--- src/rtl/mod12_pkg.sv ---
// Shared constants and count type for the modulo-12 down counter.
package mod12_pkg;

  localparam int unsigned CNT_W = 4;

  typedef logic [CNT_W-1:0] cnt_t;

  localparam cnt_t MOD12_MAX = 4'd11;
  localparam cnt_t MOD12_MIN = 4'd0;

endpackage

--- src/rtl/mod12_clamp.sv ---
// Load-value limiter: passes d through, saturating anything above MOD12_MAX.
module mod12_clamp
  import mod12_pkg::*;
(
  input  logic [CNT_W-1:0] d,
  output logic [CNT_W-1:0] clamped_c
);

  assign clamped_c = (d > MOD12_MAX) ? MOD12_MAX : d;

endmodule

--- src/rtl/mod12_down.sv ---
// Modulo-12 down counter with synchronous load, wrap borrow pulse and
// optional one-shot mode (ports oneshot/busy) under MOD12_DOWN_ONESHOT_EN.
module mod12_down
  import mod12_pkg::*;
(
  input  logic             clk,
  input  logic             clr,
  input  logic             en,
  input  logic             load,
  input  logic [CNT_W-1:0] d,
`ifdef MOD12_DOWN_ONESHOT_EN
  input  logic             oneshot,
  output logic             busy,
`endif
  output logic [CNT_W-1:0] Q,
  output logic             zero,
  output logic             borrow
);

  cnt_t d_clamped;
  cnt_t q_next;
  logic borrow_next;

  mod12_clamp u_clamp (
    .d         (d),
    .clamped_c (d_clamped)
  );

`ifdef MOD12_DOWN_ONESHOT_EN
  logic busy_next;

  // Count register: clr > load > en > hold; one-shot mode parks at zero.
  always_comb begin
    q_next      = Q;
    borrow_next = 1'b0;
    busy_next   = busy;
    if (load) begin
      q_next    = d_clamped;
      busy_next = (d_clamped != MOD12_MIN);
    end else if (en) begin
      if (Q == MOD12_MIN) begin
        if (!oneshot) begin
          q_next      = MOD12_MAX;
          borrow_next = 1'b1;
        end
      end else begin
        q_next = Q - cnt_t'(1);
        if (q_next == MOD12_MIN) begin
          busy_next = 1'b0;
        end
      end
    end
    if (!oneshot) begin
      busy_next = 1'b0;
    end
  end

  always_ff @(posedge clk or posedge clr) begin
    if (clr) begin
      Q      <= MOD12_MIN;
      borrow <= 1'b0;
      busy   <= 1'b0;
    end else begin
      Q      <= q_next;
      borrow <= borrow_next;
      busy   <= busy_next;
    end
  end
`else
  // Count register: clr > load > en > hold; always wraps 0 -> 11.
  always_comb begin
    q_next      = Q;
    borrow_next = 1'b0;
    if (load) begin
      q_next = d_clamped;
    end else if (en) begin
      if (Q == MOD12_MIN) begin
        q_next      = MOD12_MAX;
        borrow_next = 1'b1;
      end else begin
        q_next = Q - cnt_t'(1);
      end
    end
  end

  always_ff @(posedge clk or posedge clr) begin
    if (clr) begin
      Q      <= MOD12_MIN;
      borrow <= 1'b0;
    end else begin
      Q      <= q_next;
      borrow <= borrow_next;
    end
  end
`endif

  assign zero = (Q == MOD12_MIN);

endmodule

--- config.mk ---
export PLATFORM = sky130hd
export DESIGN_NAME = mod12_down
export DESIGN_NICKNAME = d
export VERILOG_FILES = /design/src/rtl/mod12_pkg.sv /design/src/rtl/mod12_clamp.sv /design/src/rtl/mod12_down.sv
export SDC_FILE = /design/constraint.sdc
export NUM_CORES = 1
export LEC_CHECK = 0
export BUFFER_PORTS_ARGS = -buffer_cell sky130_fd_sc_hd__clkbuf_2
export CORE_AREA = 8 8 45 47
export DETAILED_ROUTE_END_ITERATION = 8
export DIE_AREA = 0 0 53 55
export HOLD_SLACK_MARGIN = 0.02
export PLACE_DENSITY = 0.48
export SLEW_MARGIN = 30
export SYNTH_ARGS = -nofsm -noshare
export SYNTH_HDL_FRONTEND = slang
export SYNTH_SLANG_ARGS = --single-unit
--- constraint.sdc ---
create_clock -name clk -period 1.4 [get_ports clk]
set_input_delay 0.28 -clock clk [delete_from_list [all_inputs] [get_ports clk]]
set_output_delay 0.28 -clock clk [all_outputs]
set_load 0.01 [all_outputs]
# Yosys cells after proc, flatten, opt, wreduce, memory -nomap -nowiden
# Index checks and enable logic that the tools add are counted.
dict set report totals {
  ff_bits 5
  input_bits 8
  output_inout_bits 6
}
dict set report op_classes {
  add_sub_neg 1
  magnitude_cmp 1
  mux 7
  reduce_logical 2
}
# cell count
set op_table {}
lappend op_table {{4-bit two-way mux} 4}
lappend op_table {{4-bit greater-than comparator (second input constant)} 1}
lappend op_table {{4-bit zero test} 1}
lappend op_table {{4-bit by 1-bit subtractor with 4-bit output (second input constant)} 1}
lappend op_table {{1-bit two-way mux} 3}
lappend op_table {{2-bit nonzero test} 1}

# Longest topological paths before layout
dict set report depth {
  word_depth 4
  ltp_mapped 5
}

# Hierarchy
# From an unflattened synthesis, not the netlist that was laid out.
dict set report hier_totals {
  cells_unflattened 33
  area_unflattened_um2 312.8
}
# mod n_inst cells_per_inst area_per_inst_um2 seq_area_each_um2
set modules_own_cells {}
lappend modules_own_cells {mod12_down 1 29 287.8 125.1}
lappend modules_own_cells {mod12_clamp 1 4 25.0 0.0}

# Worst setup path before layout
# Ideal clock, no wire load.
dict set report synth_timing {
  path_kind {reg2reg}
  startpoint {reg Q[0]}
  endpoint {reg Q[0]}
  setup_ps 92
  arrival_time_ps 1256
  setup_slack_ps 52
  path_stages_with_launch 6
  n_path_buf 0
  cell_sequence {dfrtp_1 inv_1 ha_1 nor3b_2 nor2_1 o31ai_2}
}
dict set report synth_via {
  elab_chain_len 4
  elab_cells_between_ends 5
  classes_between {1 x add/sub; 3 x mux; 1 x reduce/logical}
}
# element line
set synth_lines {}
lappend synth_lines {{from (decl)} mod12_down.sv:15} ;# output logic [CNT_W-1:0] Q,
lappend synth_lines {{from (signal assigned)} mod12_down.sv:91} ;# Q <= q_next;
lappend synth_lines {{4-bit zero test} --}
lappend synth_lines {{via zero} mod12_down.sv:16} ;# output logic zero,
lappend synth_lines {{4-bit two-way mux} mod12_down.sv:77} ;# if (Q == MOD12_MIN) begin
lappend synth_lines {{4-bit two-way mux} mod12_down.sv:76} ;# end else if (en) begin
lappend synth_lines {{4-bit two-way mux} mod12_down.sv:74} ;# if (load) begin
# The timed path passes the listed nets, and every way through them passes these cells. The select of a mux whose other input is x is not followed.
# A chain may end at the register's enable or synchronous reset.

# Worst setup path after layout
dict set report layout_timing {
  startpoint {reg Q[0]}
  endpoint {out zero}
}
dict set report layout_via {
  elab_chain_len 1
}
# element line
set layout_lines {}
lappend layout_lines {{4-bit zero test} mod12_down.sv:97} ;# assign zero = (Q == MOD12_MIN);
lappend layout_lines {{to (decl)} mod12_down.sv:16}
# No other way between the ends.

==> summary.txt <==
Status
  • Status: finished, violations left
  • Violated checks: setup timing

Flow run
  • # Max-Cap Violations: 0

Clocking
  • Num CTS Buffers: 3
  • Root Buffer: clkbuf_4
  • Clock Pin Slew Worst Setup and Hold Paths: 40 ps
  • Worst-Skew Late Latency: 240 ps
  • Clock buffer depth: 2
  • H-Tree Depth: 1
  • # clock sinks: 5
  • CTS tree: built

Finish
  • Final Net Count: 65
  • Area grow syn2layout: 55.6%
  • Share of layout cells above drive strength 1: 47.3%
  • Ant. Diodes: 0

Floorplan
  • Die outline area: 2920 um2
  • Starting Density: 21.6%
  • Width of the die: 53 um
  • IO Pins: 14
  • Core Footprint: 1380 um2
  • Die Y: 55 um
  • Placement Rows: 14

Routing
  • Vias/cell: 4.44
  • Pre-antenna DRT Iters: 2
  • Met2 wire length: 317 um
  • Max layer used: met4
  • Final WL: 823 um
  • Routed met3 length: 68 um
  • Wire length on met1: 409 um
  • Routed wire per std cell: 11.6 um
  • Detailed-route via count: 315
  • Antenna-violating nets left: 0
  • DRC: 0
  • Initial DRC Count: 2

Timing
  • Setup_tns: -34.3 ps
  • Max-slew headroom: 84.3%
  • Final Max Tran Viols: 0
  • Worst-Margin Slew: 233 ps
  • Final hold vios: 0
  • Final Skew: 3.41 ps
  • Final setup fails: 1
  • Slack of the critical path: -34.3 ps
  • RSZ-0062 raised after global routing: true
  • Fmax: 0.697 GHz
  • Final min period: 1430 ps
  • Final period utilization: 102%

Power and ir drop
  • Switch Pwr: 0.143 mW
  • Gate power share: 29.1%
  • Maximum VDD drop: 0.000348 V
  • Leak pwr: 0.236 nW
  • Power Dens Cells: 1040 nW/um2
  • Clock share of power: 34.1%
  • Sequential power share: 36.8%
  • Switching share of power: 29.7%
  • Int Pwr: 0.339 mW

Hold path
  • Hold Path Class: input port to flip-flop
  • Hold Path Origin: d[3]
  • Hold endpoint: Q[2]$_DFFE_PP0P_
  • Hold Crit Depth: 2

Synth
  • Synth top area share: 41.8%
  • Distinct cells, synth: 18
  • Cell taking the most area after synthesis: dfrtp_1
  • Mapped Avg Cell Area: 8.80 um2
  • Post-Syn Area: 299 um2
  • Yosys warnings: 0
  • Post-synthesis cell count: 34
  • Seq/Total Area, Yosys: 41.8%
  • Mapped Nets: 43
  • Seq cells post-synth: 5
  • Synth area leaders: dfrtp_1 (42%), nand2_1 (6.3%), o21ai_1 (5.0%), inv_1 (5.0%), a31oi_1 (4.2%)

Worst setup path
  • Critical Path RT: 1120 ps
  • Crit-path max FO: 2
  • Flop2flop setup slack: 70 ps
  • Crit path launch type: flip-flop
  • Worst r2r dst: Q[0]$_DFFE_PP0P_
  • Crit path DAT: 1150 ps
  • Worst reg2reg startpoint: Q[0]$_DFFE_PP0P_
  • Crit Path Class: flip-flop to primary output
  • Crit. End Element: primary output
  • Cells on worst reg2reg path: 7

GRT
  • Initial antenna violation count: 0
  • Global-route wire length before repair: 1.41 mm
  • Total GRT Usage: 7.07%
  • Vias in the first global route: 342
  • Pin count of the biggest net entering global routing: 10
  • Overflow after GRT: 0

Placement
  • Place WS: 102 ps
  • Gpl congestion: 0.702
  • Post-DP HPWL: 639 um
  • Port-buffer cells: 13
-- flip-flops by register name, indices dropped and copies added (netlist names) --
register  count
Q             4
borrow        1
-- area by class of cell --
type                    count  area, um2
flip-flops and latches      5        125
fillers                   147        918
well taps                  16       20.0
multi-input cells          23        166
clock buffers               4       26.3
inverters                   4       15.0
repair buffers             19        113
-- cell families (layout without fill, tap and decap cells) --
logic type	after synthesis	count (layout)	share of synthesized area [%]
AO/OA/AOI/OAI	11	11	25.1
adder cells (fa/ha/maj)	1	1	4.18
buffers and inverters	6	27	8.78
flip-flops	5	5	41.8
AND/OR/NAND/NOR	11	11	20.1
-- placed cells by master (no fill, tap or decap), types with 2 or more instances in the layout --
cell | netlist | layout
clkbuf_2 | 0 | 12
dfrtp_1 | 5 | 5
nand2_1 | 5 | 5
buf_4 | 1 | 5
o21ai_1 | 3 | 3
clkbuf_4 | 0 | 3
a31oi_1 | 2 | 2
inv_1 | 4 | 2
inv_2 | 0 | 2
nor2_1 | 2 | 2
o21ai_0 | 2 | 2
-- Yosys cell counts --
master / number
inv_1: 4
o31ai_2: 1
and3b_1: 1
nand2_1: 5
o21ai_1: 3
o31ai_1: 1
buf_4: 1
ha_1: 1
o21ai_0: 2
a31oi_1: 2
and2_1: 1
clkbuf_1: 1
o21bai_1: 1
dfrtp_1: 5
nor3b_2: 1
nor4_1: 1
nor2_1: 2
a311o_1: 1
-- power groups by stage --
stage,registers (mW),logic (mW),clock network [mW]
6_report,0.177,0.140,0.164
5_1_grt,0.180,0.161,0.187
4_1_cts,0.177,0.137,0.172
3_5_place_dp,0.176,0.115,0
3_3_place_gp,0.175,0.117,0
2_1_floorplan,0.185,0.0569,0
-- worst max path at each step --
| stage | from | to | slack [ps] | cells after the start |
|---|---|---|---|---|
| after floorplan | Q[0]$_DFFE_PP0P_ | Q[0]$_DFFE_PP0P_ | 50 | 5 |
| after global placement | Q[1]$_DFFE_PP0P_ | zero | 130 | 4 |
| after detailed placement | Q[1]$_DFFE_PP0P_ | zero | 100 | 4 |
| after CTS | Q[1]$_DFFE_PP0P_ | zero | -60 | 4 |
| after global routing | Q[0]$_DFFE_PP0P_ | zero | -130 | 4 |
| final | Q[0]$_DFFE_PP0P_ | zero | -30 | 4 |
-- stage by stage --
| stage | cell area (um2) | hold slack, ps | utilization (%) | power (mW) | instances |
|---|---|---|---|---|---|
| after detailed placement | 388 | 177 | 28.0 | 0.292 | 63 |
| after global routing | 465 | 246 | 33.6 | 0.528 | 71 |
| after CTS | 458 | 242 | 33.1 | 0.486 | 70 |
| after global placement | 388 | 180 | 28.0 | 0.292 | 63 |
| after floorplan | 299 | 58.5 | - | 0.242 | 34 |
| final | 465 | 248 | 33.6 | 0.482 | 71 |
-- worst max-delay path, cell delays in order, from the launching register on --
cell	delay (ps)
dfrtp_1	380
inv_2	70
ha_4	130
nor3b_4	170
buf_2	160
-- layer usage --
layer / global-route usage (%) / vias to the layer above
met5: 0 / -
met4: 7.76 / 0
met3: 4.01 / 4
met1: 8.12 / 135
li1: - / 163
met2: 8.40 / 13
-- timing repair --
item,4_1_cts,5_1_grt
gates resized for setup,5,1
setup buffers,2,1
endpoints found under the setup margin,1,1
endpoints found under the hold margin,5,0
pin swaps,1,1
hold buffers,1,0
Note: power is estimated with default switching activity, not from simulation.
